$ cat src/rtl/button_input_conditioner.sv
// Multi-channel push-button front end: sync, invert, debounce,
// press/release/hold/repeat pulses and sticky event flags.
module button_input_conditioner #(
  parameter int CHANNELS        = 4,
  parameter int DEBOUNCE_CYCLES = 500000,
  parameter int HOLD_CYCLES     = 25000000,
  parameter int REPEAT_CYCLES   = 5000000,
  parameter int ACTIVE_LOW      = 1
) (
  input  logic                clk,
  input  logic                reset,
  input  logic [CHANNELS-1:0] buttons_raw,
  input  logic [CHANNELS-1:0] clear,
  output logic [CHANNELS-1:0] level,
  output logic [CHANNELS-1:0] press_pulse,
  output logic [CHANNELS-1:0] release_pulse,
  output logic [CHANNELS-1:0] held,
  output logic [CHANNELS-1:0] repeat_pulse,
  output logic [CHANNELS-1:0] events
);

  localparam int DW = $clog2(DEBOUNCE_CYCLES + 1);
  localparam int HW = $clog2(HOLD_CYCLES + 1);
  localparam int RW = (REPEAT_CYCLES > 0) ? $clog2(REPEAT_CYCLES + 1) : 1;

  localparam logic [DW-1:0] DB_LAST = DW'(DEBOUNCE_CYCLES - 1);
  localparam logic [HW-1:0] HOLD_LAST = HW'(HOLD_CYCLES - 1);
  localparam logic [RW-1:0] REP_LAST =
    RW'((REPEAT_CYCLES > 0) ? REPEAT_CYCLES - 1 : 0);

  typedef enum logic [1:0] {
    IDLE,
    PRESSED,
    HELD
  } state_t;

  logic [CHANNELS-1:0] pin;
  logic [CHANNELS-1:0] sync1;
  logic [CHANNELS-1:0] sync2;

  assign pin = (ACTIVE_LOW != 0) ? ~buttons_raw : buttons_raw;

  // Synchroniser resets to the not-pressed value
  always_ff @(posedge clk or posedge reset) begin
    if (reset) begin
      sync1 <= '0;
      sync2 <= '0;
    end else begin
      sync1 <= pin;
      sync2 <= sync1;
    end
  end

  for (genvar i = 0; i < CHANNELS; i++) begin : g_ch
    logic [DW-1:0] db_q, db_d;
    logic          deb_q, deb_d;
    state_t        st_q, st_d;
    logic [HW-1:0] h_q, h_d;
    logic [RW-1:0] r_q, r_d;
    logic          press_d, rel_d, held_d, rep_d, evt_d;
    logic          lvl_q, press_q, rel_q, held_q, rep_q, evt_q;

    always_comb begin
      db_d  = '0;
      deb_d = deb_q;
      if (sync2[i] != deb_q) begin
        if (db_q == DB_LAST) begin
          deb_d = ~deb_q;
        end else begin
          db_d = db_q + 1'b1;
        end
      end
    end

    // Release wins over any hold or repeat due the same cycle
    always_comb begin
      st_d    = st_q;
      h_d     = h_q;
      r_d     = r_q;
      press_d = 1'b0;
      rel_d   = 1'b0;
      rep_d   = 1'b0;
      unique case (st_q)
        IDLE: begin
          if (deb_q) begin
            st_d    = PRESSED;
            press_d = 1'b1;
            h_d     = '0;
          end
        end
        PRESSED: begin
          if (!deb_q) begin
            st_d  = IDLE;
            rel_d = 1'b1;
          end else if (h_q == HOLD_LAST) begin
            st_d  = HELD;
            rep_d = 1'b1;
            r_d   = '0;
          end else begin
            h_d = h_q + 1'b1;
          end
        end
        HELD: begin
          if (!deb_q) begin
            st_d  = IDLE;
            rel_d = 1'b1;
          end else if (REPEAT_CYCLES > 0) begin
            if (r_q == REP_LAST) begin
              rep_d = 1'b1;
              r_d   = '0;
            end else begin
              r_d = r_q + 1'b1;
            end
          end
        end
        default: st_d = IDLE;
      endcase
      held_d = (st_d == HELD);
      evt_d  = (evt_q & ~clear[i]) | press_d | rep_d;
    end

    always_ff @(posedge clk or posedge reset) begin
      if (reset) begin
        db_q    <= '0;
        deb_q   <= 1'b0;
        st_q    <= IDLE;
        h_q     <= '0;
        r_q     <= '0;
        lvl_q   <= 1'b0;
        press_q <= 1'b0;
        rel_q   <= 1'b0;
        held_q  <= 1'b0;
        rep_q   <= 1'b0;
        evt_q   <= 1'b0;
      end else begin
        db_q    <= db_d;
        deb_q   <= deb_d;
        st_q    <= st_d;
        h_q     <= h_d;
        r_q     <= r_d;
        lvl_q   <= deb_q;
        press_q <= press_d;
        rel_q   <= rel_d;
        held_q  <= held_d;
        rep_q   <= rep_d;
        evt_q   <= evt_d;
      end
    end

    assign level[i]         = lvl_q;
    assign press_pulse[i]   = press_q;
    assign release_pulse[i] = rel_q;
    assign held[i]          = held_q;
    assign repeat_pulse[i]  = rep_q;
    assign events[i]        = evt_q;
  end

endmodule

$ cat config.mk
export PLATFORM = sky130hd
export DESIGN_NAME = button_input_conditioner
export DESIGN_NICKNAME = d
export VERILOG_FILES = /design/src/rtl/button_input_conditioner.sv
export SDC_FILE = /design/constraint.sdc
export NUM_CORES = 1
export LEC_CHECK = 0
export CORE_MARGIN = 5
export CORE_UTILIZATION = 61
export DETAILED_ROUTE_END_ITERATION = 10
export DONT_BUFFER_PORTS = 1
export MAX_ROUTING_LAYER = met4
export PLACE_DENSITY = 0.77
export SETUP_SLACK_MARGIN = 0.4
export SLEW_MARGIN = 20
export SYNTH_ARGS = -nofsm -noshare
export SYNTH_HDL_FRONTEND = slang
export SYNTH_SLANG_ARGS = --single-unit
export TNS_END_PERCENT = 5
$ cat constraint.sdc
create_clock -name clk -period 26.4 [get_ports clk]
set_clock_uncertainty 0.05 [all_clocks]
set_input_delay 5.28 -clock clk [delete_from_list [all_inputs] [get_ports clk]]
set_output_delay 5.28 -clock clk [all_outputs]
set_load 0.03 [all_outputs]
=== Word-level counts from Yosys, hierarchy flattened ===
Index checks and enable logic that the tools add are counted.

* Bits in registers: 312
* Input bits: 10
* Output and inout bits: 24
* Word-level logic and storage cells: 255

* $add $sub $neg: 12
* Eq/ne operators: 48
* Muxes and demuxes: 100
* Bitwise logic cells: 21
* Reductions and logical operators: 28

{| class="wikitable"
|+ Operators with widths
! operator !! number
|-
| two-way mux 23 bit || 16
|-
| two-way mux 25 bit || 12
|-
| one-hot mux 25 bit (2 select lines) || 4
|-
| one-hot mux 23 bit (2 select lines) || 4
|-
| two-way mux 19 bit || 8
|-
| adder 25 x 1 -> 25 bit (second input constant) || 4
|-
| == test 25 bit (second input constant) || 4
|-
| adder 23 x 1 -> 23 bit (second input constant) || 4
|-
| == test 23 bit (second input constant) || 4
|-
| adder 19 x 1 -> 19 bit (second input constant) || 4
|-
| == test 19 bit (second input constant) || 4
|-
| != test 2 bit (second input constant) || 20
|-
| two-way mux 1 bit || 32
|-
| two-way mux 2 bit || 16
|-
| AND reduction 4 bit || 8
|-
| one-hot mux 2 bit (3 select lines) || 4
|-
| == test 2 bit (second input constant) || 8
|-
| nonzero test 2 bit || 8
|-
| == test 2 x 1 -> 1 bit (second input constant) || 4
|-
| zero test 2 bit || 4
|-
| inverter 1 bit || 8
|-
| bitwise OR 1 bit || 8
|-
| one-hot mux 1 bit (2 select lines) || 4
|-
| AND reduction 2 bit || 4
|-
| 4 further kinds || 13
|}

=== Logic depth before layout (Yosys ltp) ===
Gate-level depths: netlist of the first run.

* Word-level depth: 5
* Depth in mapped cells: 10
* Mapped depth without buffers: 8

=== Worst setup path before layout of the first run ===
Ideal clock, no wire load.

* Path type: register to output
* From: register g_ch[0].evt_q
* To: output events[0]
* Arrival time: 0.513 ns
* Required time: 21.070 ns
* Slack: 20.557 ns
* Cell stages (with the launch flop): 2
* Buffers on the path: 1
* Cell sequence: dfrtp_1 > buf_4

{| class="wikitable"
|+ RTL lines
! item !! RTL line !! RTL
|-
| start, declared || 61 || <nowiki>logic lvl_q, press_q, rel_q, held_q, rep_q, evt_q;</nowiki>
|-
| start signal, assigned || 146 || <nowiki>evt_q <= evt_d;</nowiki>
|-
| end, declared || 19 || <nowiki>output logic [CHANNELS-1:0] events</nowiki>
|}

No word-level cell between the ends.

==> key figures, run 1 <==
Detailed routing
  • Drt via density: 6.15
  • Final wirelength: 33300 um
  • Number of DRC violations after detailed routing: 0
  • Via count: 13132
  • Detailed router's first-iteration violation count: 889
  • Average detailed-routed wire length per instance: 15.6 um
  • Iteration count of the initial detailed-routing pass: 5
  • Number of antenna-violating nets in the routed design: 0

Cells and area
  • Fillcell total: 2139
  • Fraction of the core area covered by cells at the end of the flow: 0.667
  • Signed area change from the synthesized netlist to the final layout: 7.56%
  • ANT cells: 0
  • Fin nets: 1810
  • Fraction of layout cells with a size suffix above 1: 0.0624
  • Most common library cell in the layout ignoring fill and taps: dfrtp_1
  • Post-route standard cell area excluding fillers: 0.0180 mm2
  • Most used cells in the layout excluding fill and tap cells: dfrtp_1 (312), nor2_1 (201), nand2_1 (150), nand3_1 (125), a21oi_1 (100)

Yosys
  • Library cell occupying the most area in the post-synthesis netlist: dfrtp_1
  • Cells after Synth: 1818
  • Syn_nets: 1856
  • Portion of the post-synthesis area used by sequential elements: 0.466
  • Syn Std Cell Area: 0.0167 mm2
  • Post-synthesis average cell area: 9.21 um2
  • Count of flip-flops with a built-in enable after synthesis: 0
  • Distinct cell type count of the synthesized netlist: 70
  • Warning count from the yosys run: 0
  • Area share of the largest cell type after synthesis: 0.466
  • Post-synthesis sequential element count: 312
  • Most used flip-flop cell after synthesis: dfrtp_1
  • Share of flip-flops with an asynchronous set or reset: 1.00
  • Synth top area cells: dfrtp_1 (47%), nor2_1 (4.5%), nand3_1 (3.7%)

Floorplanning
  • Std-Cell Rows: 60
  • Overall die width: 176 um
  • Die area: 0.0309 mm2
  • Die outline height: 176 um
  • Top Ports: 34
  • Effective utilization at floorplan: 0.620
  • Area of the core region: 0.0270 mm2

STA
  • Slew headroom: 0.286
  • Slew at the pin closest to its max-slew limit: 1060 ps
  • Hold Slack: 297 ps
  • Achievable clock frequency: 157 MHz
  • Shortest clock period the worst path allows after layout: 6360 ps
  • Accumulated negative setup slack: 0 ps
  • Number of pins with negative max-slew slack in the final report: 0
  • RSZ-0062 raised after global routing: false
  • Count of endpoints failing setup in the final report: 0
  • Number of hold-slack violations in the final timing report: 0
  • Post-route fraction of the period consumed by the critical path: 0.241

Clock network
  • Depth of the CTS H-tree: 2
  • Number of clock sinks: 312
  • Clock tree buffer depth: 3
  • CTS tree: done
  • Count of hold buffers inserted by post-cts repair: 0
  • Later-pin clock latency in the skew report: 500 ps
  • CTS Buf Count: 35
  • Post-cts repair resize count: 0
  • Clock root cell: clkbuf_16
  • Clock Pin Slew Worst Setup and Hold Paths: 60 ps
  • Post-CTS Setup Bufs: 0

Hold path
  • Classification of the worst-slack hold path: reg -> reg
  • Hold path start: sync1[1]

Setup path
  • Start point of the critical path: reset
  • Ordered cell list for the critical path: inv_8 > buf_12
  • Top delay family on crit path: buffers and inverters
  • Arrival time at the worst endpoint: 6800 ps
  • Path type of the worst setup path: in -> async
  • Startpoint types: primary input
  • R2R Path Start: g_ch[0].h_q[7]
  • Worst-path cell with the longest stage delay: buf_12
  • Max incr delay on CP: 700 ps
  • Maximum net fanout on the critical path: 174
  • Worst endpoint required time: 26840 ps
  • Count of buffer and inverter cells on the critical path: 2
  • Endpoint type of the worst setup path: asynchronous set/reset pin

Pwr
  • Worst vdd rail ir drop: 0.0000499 V
  • PD cells: 55.3 mW/mm2
  • Leakage power: 7.59 nW

Placement
  • Number of port buffers: 0
  • Half-perimeter wire length after placement: 21600 um
  • Routability congestion estimate: 0.854
  • Instance area after placement: 0.0168 mm2

GRT
  • Via count of the first global-routing pass: 12796
  • Total congestion overflow: 0
  • Largest net degree at the start of global routing: 175
  • Initial antenna violation count: 0
  • GRT Util Overall: 0.225
  • Wire length of the first global-routing pass: 59000 um

Flow run
  • Number of max-capacitance violations reported: 0

Status
  • Outcome: finished clean
[metal layers]
metal  vias to the layer above  global-route usage  wire (um)
met5                         -                   -          0
met2                       234               0.360      15700
li1                       6422                   -          -
met3                        50              0.0319       1340
met1                      6426               0.309      15700
met4                         0              0.0500        511
[synthesized netlist by cell type (5+ instances only)]
master,count
nor2b_1,13
inv_1,77
nor3_1,47
nor3b_1,5
ha_1,28
and3_1,37
clkbuf_1,59
or2_2,14
a21o_1,10
and2_1,21
nand2b_1,9
mux2_2,5
nand4_1,70
o31ai_1,39
a211o_1,5
nor2_1,203
nand3_1,125
a31oi_1,13
o21ai_0,58
a21oi_1,100
or3_1,23
a41o_1,6
o211ai_1,5
and4_1,15
or4_1,59
a22o_1,18
nor4_1,30
o22ai_1,6
xor2_1,60
dfrtp_1,312
nor4b_1,9
buf_4,25
nand2_1,150
mux2i_1,21
xnor2_1,68
[registers in the layout, summed over array words and instances (netlist names)]
signal / flops
g_ch.held_q: 4
g_ch.deb_q: 4
g_ch.h_q: 100
g_ch.rep_q: 4
g_ch.lvl_q: 4
g_ch.rel_q: 4
g_ch.evt_q: 4
g_ch.press_q: 4
g_ch.r_q: 92
g_ch.st_q: 8
sync1: 4
g_ch.db_q: 76
sync2: 4
[kinds of logic (layout without fill, tap and decap cells)]
group | Yosys count | after routing | synth area share
AND/OR/NAND/NOR | 857 | 857 | 0.270
flip-flops | 312 | 312 | 0.466
AO/OA/AOI/OAI | 295 | 295 | 0.113
buffers and inverters | 172 | 148 | 0.0471
XOR/XNOR | 128 | 128 | 0.0669
adder cells (fa/ha/maj) | 28 | 28 | 0.0209
multiplexers | 26 | 26 | 0.0159
[through the flow]
stage	cells	power, W	setup WS [ps]
2_1_floorplan	1818	0.000502	12440
3_3_place_gp	2076	0.000506	19460
3_5_place_dp	2076	0.000507	19440
4_1_cts	2135	0.00101	19990
5_1_grt	2135	0.00103	19750
6_report	2135	0.000997	20040
[final cells by class]
| type | count | area (um2) | area share |
|---|---|---|---|
| Tap cell | 341 | 427 | 0.0237 |
| Clock buffer | 50 | 1040 | 0.0579 |
| Sequential cell | 312 | 7810 | 0.433 |
| Timing Repair Buffer | 12 | 103 | 0.00569 |
| Multi-Input combinational cell | 1334 | 8190 | 0.455 |
| Clock inverter | 9 | 149 | 0.00826 |
| Inverter | 77 | 297 | 0.0165 |
[final timing paths]
check                           slack [ps]  depth (start not counted)         endpoint
min in group asynchronous             4760                          1  g_ch[2].h_q[14]
max in group clk                     20040                          0        events[1]
worst max register to register       23400                          5  g_ch[0].r_q[10]
worst min-delay path                   300                          0         sync2[1]
worst max-delay path                 20040                          2  g_ch[3].h_q[17]
worst min register to register         300                          0         sync2[1]
[power by group]
part | internal (W) | total, W | leakage (nW) | switching, W
sequential | 0.000480 | 0.000482 | 4.33 | 0.00000201
clock | 0.000312 | 0.000500 | 0.592 | 0.000188
combinational | 0.00000232 | 0.0000146 | 2.66 | 0.0000123
total | 0.000795 | 0.000997 | 7.59 | 0.000202
(Power assumes the default switching activity.)
==> run 2: changes to the inputs <==
Clock period 26.4 ns to 6.1 ns, I/O delays scaled along.
==> run 2 against run 1 <==
Net effect: combinational power grew to 4.4 times the previous value; cell area shrank 0.15%; global-route usage shrank 0.34 points; clock power grew to 4.2 times the previous value; worst hold slack gained 8.2 ps; utilization shrank 0.097 points; worst setup slack lost 17000 ps; count of clock-buffer cells in the layout shrank 4; power grew to 4.2 times the previous value; routed wire length is essentially flat; sequential power grew to 4.3 times the previous value; first-iteration DRC count grew 18%; highest routed layer unchanged.
==> key figures, run 2 (synthesis results as in run 1) <==
Setup path
  • R2R Path Start: g_ch[0].h_q[7]
  • Max incr delay on CP: 760 ps (+60 ps)
  • Top delay family on crit path: simple AND/OR/NAND/NOR gates
  • Worst-path cell with the longest stage delay: nor2_2
  • Start point of the critical path: g_ch[0].h_q[7]
  • Startpoint types: flop
  • Path type of the worst setup path: reg -> reg
  • RR Endpoint: g_ch[0].r_q[9]
  • Termination of the worst setup path: g_ch[0].r_q[9]
  • Number of stages on the worst setup path: 5 (+3)
  • Worst endpoint required time: 6390 ps (-20450 ps)
  • Endpoint type of the worst setup path: flop
  • Maximum net fanout on the critical path: 42 (-76%)
  • Register-to-register setup slack: 3080 ps (-20320 ps)
  • Count of buffer and inverter cells on the critical path: 0 (-2)
  • Number of cell instances on the worst register-to-register path: 5 (unchanged)
  • Ordered cell list for the critical path: or4_4 > nor4_4 > a32oi_4 > nor2_2 > a21oi_1
  • Arrival time at the worst endpoint: 3310 ps (-3490 ps)

STA
  • Number of hold-slack violations in the final timing report: 0 (unchanged)
  • Post-route fraction of the period consumed by the critical path: 0.495
  • Count of endpoints failing setup in the final report: 0 (unchanged)
  • Slew at the pin closest to its max-slew limit: 1060 ps (-6.23 ps)
  • Slew headroom: 0.290 (+0.00418)
  • RSZ-0062 raised after global routing: false
  • Hold Slack: 306 ps (+8.23 ps)
  • Accumulated negative setup slack: 0 ps (unchanged)
  • Achievable clock frequency: 331 MHz
  • Number of pins with negative max-slew slack in the final report: 0 (unchanged)
  • Shortest clock period the worst path allows after layout: 3020 ps

Detailed routing
  • Average detailed-routed wire length per instance: 15.6 um (-0.13%)
  • Final wirelength: 33300 um (about the same)
  • Drt via density: 6.14 (-0.17%)
  • Detailed router's first-iteration violation count: 1048 (+18%)
  • Number of DRC violations after detailed routing: 0 (unchanged)
  • Iteration count of the initial detailed-routing pass: 5 (unchanged)
  • Via count: 13141 (+0.069%)
  • Number of antenna-violating nets in the routed design: 0 (unchanged)

Floorplanning
  • Overall die width: 176 um (unchanged)
  • Die outline height: 176 um (unchanged)
  • Std-Cell Rows: 60 (unchanged)
  • Top Ports: 34 (unchanged)
  • Effective utilization at floorplan: 0.620 (unchanged)
  • Area of the core region: 0.0270 mm2 (unchanged)
  • Die area: 0.0309 mm2 (unchanged)

Pwr
  • PD cells: 235 mW/mm2 (+330%)
  • Leakage power: 7.56 nW (-0.35%)
  • Post-layout total power: 0.00424 W (+320%)
  • Worst vdd rail ir drop: 0.000214 V (+330%)

Clock network
  • Clock tree buffer depth: 3 (unchanged)
  • Clock root cell: clkbuf_16
  • CTS tree: done
  • Clock Pin Slew Worst Setup and Hold Paths: 60 ps (about the same)
  • CTS Buf Count: 36 (+2.9%)
  • Post-cts repair resize count: 0 (unchanged)
  • Number of clock sinks: 312 (unchanged)
  • Depth of the CTS H-tree: 2 (unchanged)
  • Later-pin clock latency in the skew report: 500 ps (about the same)
  • Post-CTS Setup Bufs: 0 (unchanged)
  • Count of hold buffers inserted by post-cts repair: 0 (unchanged)

Cells and area
  • Most used cells in the layout excluding fill and tap cells: dfrtp_1 (312), nor2_1 (202), nand2_1 (150), nand3_1 (125), a21oi_1 (100)
  • Post-route standard cell area excluding fillers: 0.0180 mm2 (-0.15%)
  • Most common library cell in the layout ignoring fill and taps: dfrtp_1
  • Largest registers: g_ch.h_q (100), g_ch.r_q (92), g_ch.db_q (76)
  • Fraction of layout cells with a size suffix above 1: 0.0645 (+0.00209)
  • Flip-flop count of the largest register after layout: 100 (unchanged)
  • Fillcell total: 2161 (+1.0%)
  • Final non-filler cell total: 2140 (+0.23%)
  • Seq. cell area: 0.00781 mm2 (unchanged)
  • Register bank with the most flops: g_ch.h_q
  • Multi-input logic area: 0.00820 mm2 (about the same)
  • Signed area change from the synthesized netlist to the final layout: 7.40%
  • Fin nets: 1812 (+0.11%)

Hold path
  • Classification of the worst-slack hold path: reg -> reg

Flow run
  • Number of max-capacitance violations reported: 0 (unchanged)

GRT
  • Largest net degree at the start of global routing: 169 (-3.4%)
  • Initial antenna violation count: 1 (+1)
  • Total congestion overflow: 0 (unchanged)
  • Via count of the first global-routing pass: 12523 (-2.1%)
  • Wire length of the first global-routing pass: 58200 um (-1.4%)
  • GRT Util Overall: 0.221 (-0.00344)

Status
  • Outcome: finished clean

Placement
  • Number of port buffers: 0 (unchanged)
  • Half-perimeter wire length after placement: 21600 um (-0.20%)
  • Number of placed instances, taps included: 2077 (+0.048%)
  • Instance area after placement: 0.0168 mm2 (about the same)
  • Routability congestion estimate: 0.840 (-1.6%)
==> run 2: cell count changes in the layout (fill, tap and decap cells not counted), moves of 2 or more <==
cell	before	now
clkbuf_16	35	37
clkinvlp_4	0	5
clkbuf_8	11	5
bufinv_16	4	2
clkinv_2	4	9
==> run 2: metrics by stage <==
step | setup slack [ps] | utilization
floorplan | 675 | -
global placement | 2740 | 0.622
detailed placement | 2540 | 0.622
CTS | 2520 | 0.665
global route | 2880 | 0.666
finish | 3080 | 0.666
==> run 2: worst min path at each step <==
stage,from,cells after the start,end,slack [ps]
floorplan,sync1[0],0,sync2[0],280
global placement,sync1[1],0,sync2[1],290
detailed placement,sync1[2],0,sync2[2],290
CTS,sync1[0],0,sync2[0],310
global route,sync1[0],0,sync2[0],320
finish,sync1[0],0,sync2[0],310
==> run 2: final cells by class <==
cell class / instances / share of cell area
multi-input cells: 1334 / 0.456
flip-flops and latches: 312 / 0.434
clock buffers: 46 / 0.0561
well taps: 341 / 0.0237
inverters: 77 / 0.0163
clock inverters: 16 / 0.00800
repair buffers: 13 / 0.00612
diodes: 1 / 0.000139
==> run 2: where the power goes <==
| group | internal [W] | switching, W |
|---|---|---|
| combinational | 0.0000106 | 0.0000532 |
| clock | 0.00125 | 0.000830 |
| sequential | 0.00208 | 0.00000839 |
==> run 2: worst register-to-register path, stage by stage, from the launching register on <==
cell and delay (ps):
dfrtp_1 430, or4_4 570, nor4_4 530, a32oi_4 380
nor2_2 780, a21oi_1 110
==> run 2: per-layer routing <==
metal | part of all wire | GRT usage | vias up
li1 | - | - | 6449
met1 | 0.48 | 0.303 | 6426
met2 | 0.47 | 0.354 | 213
met3 | 0.031 | 0.0295 | 53
met4 | 0.021 | 0.0575 | 0
met5 | 0 | - | -
==> run 3: changes to the inputs <==
Clock period 6.1 ns to 3.13 ns, I/O delays scaled along.
==> run 3 against run 2 <==
Net effect: count of clock-buffer cells in the layout shrank 3; final cell count grew 1.0%; power grew 100%; flip-flop and latch count is the same; highest routed layer unchanged.
==> key figures, run 3 (synthesis results as in run 1) <==
Status
  • Outcome: finished clean

GRT
  • Wire length of the first global-routing pass: 60100 um (+3.3%)
  • GRT Util Overall: 0.230 (+0.00839)
  • Via count of the first global-routing pass: 12962 (+3.5%)
  • Largest net degree at the start of global routing: 74 (-56%)
  • Total congestion overflow: 0 (unchanged)
  • Initial antenna violation count: 0 (-1)

Clock network
  • CTS tree: done
  • CTS Buf Count: 35 (-2.8%)
  • Count of hold buffers inserted by post-cts repair: 0 (unchanged)
  • Post-CTS Setup Bufs: 0 (unchanged)
  • Clock root cell: clkbuf_16
  • Depth of the CTS H-tree: 2 (unchanged)
  • Clock Pin Slew Worst Setup and Hold Paths: 60 ps (about the same)
  • Later-pin clock latency in the skew report: 500 ps (about the same)
  • Clock tree buffer depth: 3 (unchanged)
  • Number of clock sinks: 312 (unchanged)

Cells and area
  • Most used cells in the layout excluding fill and tap cells: dfrtp_1 (312), nor2_1 (203), nand2_1 (150), nand3_1 (125), a21oi_1 (100)
  • Most common library cell in the layout ignoring fill and taps: dfrtp_1
  • Fin nets: 1836 (+1.3%)
  • Largest registers: g_ch.h_q (100), g_ch.r_q (92), g_ch.db_q (76)
  • Post-route standard cell area excluding fillers: 0.0183 mm2 (+1.5%)
  • Signed area change from the synthesized netlist to the final layout: 9.02%
  • Fraction of layout cells with a size suffix above 1: 0.0736 (+0.00907)
  • Final non-filler cell total: 2162 (+1.0%)
  • ANT cells: 0 (-1)
  • Register bank with the most flops: g_ch.h_q
  • Flip-flop count of the largest register after layout: 100 (unchanged)

Setup path
  • Startpoint types: flop
  • Maximum net fanout on the critical path: 22 (-48%)
  • Worst endpoint required time: 3500 ps (-2890 ps)
  • Endpoint type of the worst setup path: flop
  • Path type of the worst setup path: reg -> reg
  • Arrival time at the worst endpoint: 2930 ps (-380 ps)

Floorplanning
  • Die outline height: 176 um (unchanged)
  • Std-Cell Rows: 60 (unchanged)
  • Die area: 0.0309 mm2 (unchanged)
  • Area of the core region: 0.0270 mm2 (unchanged)
  • Effective utilization at floorplan: 0.620 (unchanged)
  • Overall die width: 176 um (unchanged)
  • Top Ports: 34 (unchanged)

Pwr
  • Leakage power: 7.74 nW (+2.4%)
  • Share of power burned in the clock network: 0.504 (+0.012)
  • Share of total power consumed by net switching: 0.203 (-0.00727)
  • Sequential cell fraction of total power: 0.480 (-0.013)
  • Switching pwr: 0.00172 W (+93%)
  • Share of total power in combinational logic: 0.016 (about the same)
  • Post-layout total power: 0.00847 W (+100%)
  • PD cells: 464 mW/mm2 (+97%)
  • Worst vdd rail ir drop: 0.000393 V (+84%)
  • Internal power of the cells: 0.00675 W (+100%)

STA
  • Slew headroom: 0.338 (+0.0478)
  • Post-route fraction of the period consumed by the critical path: 0.819 (+0.324)
  • RSZ-0062 raised after global routing: true
  • Count of endpoints failing setup in the final report: 0 (unchanged)
  • Accumulated negative setup slack: 0 ps (unchanged)
  • Number of hold-slack violations in the final timing report: 0 (unchanged)
  • Achievable clock frequency: 390 MHz (+18%)
  • Slew at the pin closest to its max-slew limit: 994 ps (-63.5 ps)
  • Number of pins with negative max-slew slack in the final report: 0 (unchanged)
  • Shortest clock period the worst path allows after layout: 2560 ps (-456 ps)

Detailed routing
  • Iteration count of the initial detailed-routing pass: 5 (unchanged)
  • Number of antenna-violating nets in the routed design: 0 (unchanged)
  • Final wirelength: 34600 um (+3.8%)
  • Drt via density: 6.25 (+1.7%)
  • Detailed router's first-iteration violation count: 822 (-22%)
  • Via count: 13505 (+2.8%)
  • Average detailed-routed wire length per instance: 16.0 um (+2.7%)
  • Number of DRC violations after detailed routing: 0 (unchanged)

Hold path
  • Classification of the worst-slack hold path: in -> async

Placement
  • Routability congestion estimate: 0.855 (+1.8%)
  • Half-perimeter wire length after placement: 22900 um (+6.2%)
  • Number of placed instances, taps included: 2101 (+1.2%)
  • Number of port buffers: 0 (unchanged)
  • Instance area after placement: 0.0170 mm2 (+1.2%)

Flow run
  • Number of max-capacitance violations reported: 0 (unchanged)
-- run 3: cell count changes in the layout (fill, tap and decap cells not counted), sizes merged --
| cell | before | now |
|---|---|---|
| buf | 13 | 37 |
| bufinv | 2 | 6 |
| clkbuf | 46 | 43 |
| clkinvlp | 5 | 3 |
| a32oi | 1 | 2 |
| clkinv | 10 | 9 |
| diode | 1 | 0 |
-- run 3: stage by stage --
stage | setup WS [ps] | hold slack [ps] | utilization
after floorplan | -1700 | 281 | -
after global placement | 451 | 285 | 0.630
after detailed placement | 373 | 287 | 0.630
after CTS | 346 | 37.2 | 0.675
after global routing | 359 | 75.8 | 0.676
final | 567 | 41.7 | 0.676
-- run 3: power by group through the flow --
stage / clock network [W] / logic [W] / registers [W]
final: 0.00427 / 0.000136 / 0.00407
after global routing: 0.00454 / 0.000163 / 0.00407
after CTS: 0.00437 / 0.000144 / 0.00407
after detailed placement: 0 / 0.000143 / 0.00414
after global placement: 0 / 0.000140 / 0.00414
after floorplan: 0 / 0.0000972 / 0.00414
-- run 3: routing by layer --
metal,share of wire,track usage,up-vias
li1,-,-,6493
met1,0.46,0.311,6672
met2,0.48,0.373,282
met3,0.038,0.0299,58
met4,0.019,0.0572,0
met5,0,-,-
-- run 3: worst max-delay path, cell delays in order, from the launching register on --
cell     delay, ps
dfrtp_1        400
ha_1           280
nand2_1        120
nor4_4         450
a31oi_2        230
buf_4          260
or4_1          510
a21oi_1        170
-- run 3: area by class of cell --
cell class / count / area (um2)
multi-input combinational: 1335 / 8200
timing repair buffer: 37 / 328
sequential: 312 / 7810
clock inverter: 17 / 244
tap: 341 / 427
fill: 2081 / 8770
inverter: 77 / 293
clock buffer: 43 / 958
-- run 3: worst paths after layout --
kind                           startpoint               end  slack [ps]  cells past startpoint
min                                 reset  g_ch[1].db_q[12]          40                      1
max reg2reg                g_ch[3].h_q[0]   g_ch[3].r_q[19]         570                      7
min reg2reg                      sync1[1]          sync2[1]         300                      0
min in group clk           buttons_raw[3]          sync1[3]         130                      1
max in group asynchronous           reset   g_ch[2].r_q[17]        2180                      2
max                        g_ch[3].h_q[0]   g_ch[3].r_q[19]         570                      7
-- run 3: timing repair --
action	4_1_cts	5_1_grt
resized for setup	1	2
setup endpoints to repair	33	31
gates cloned	0	1
pin swaps	0	1
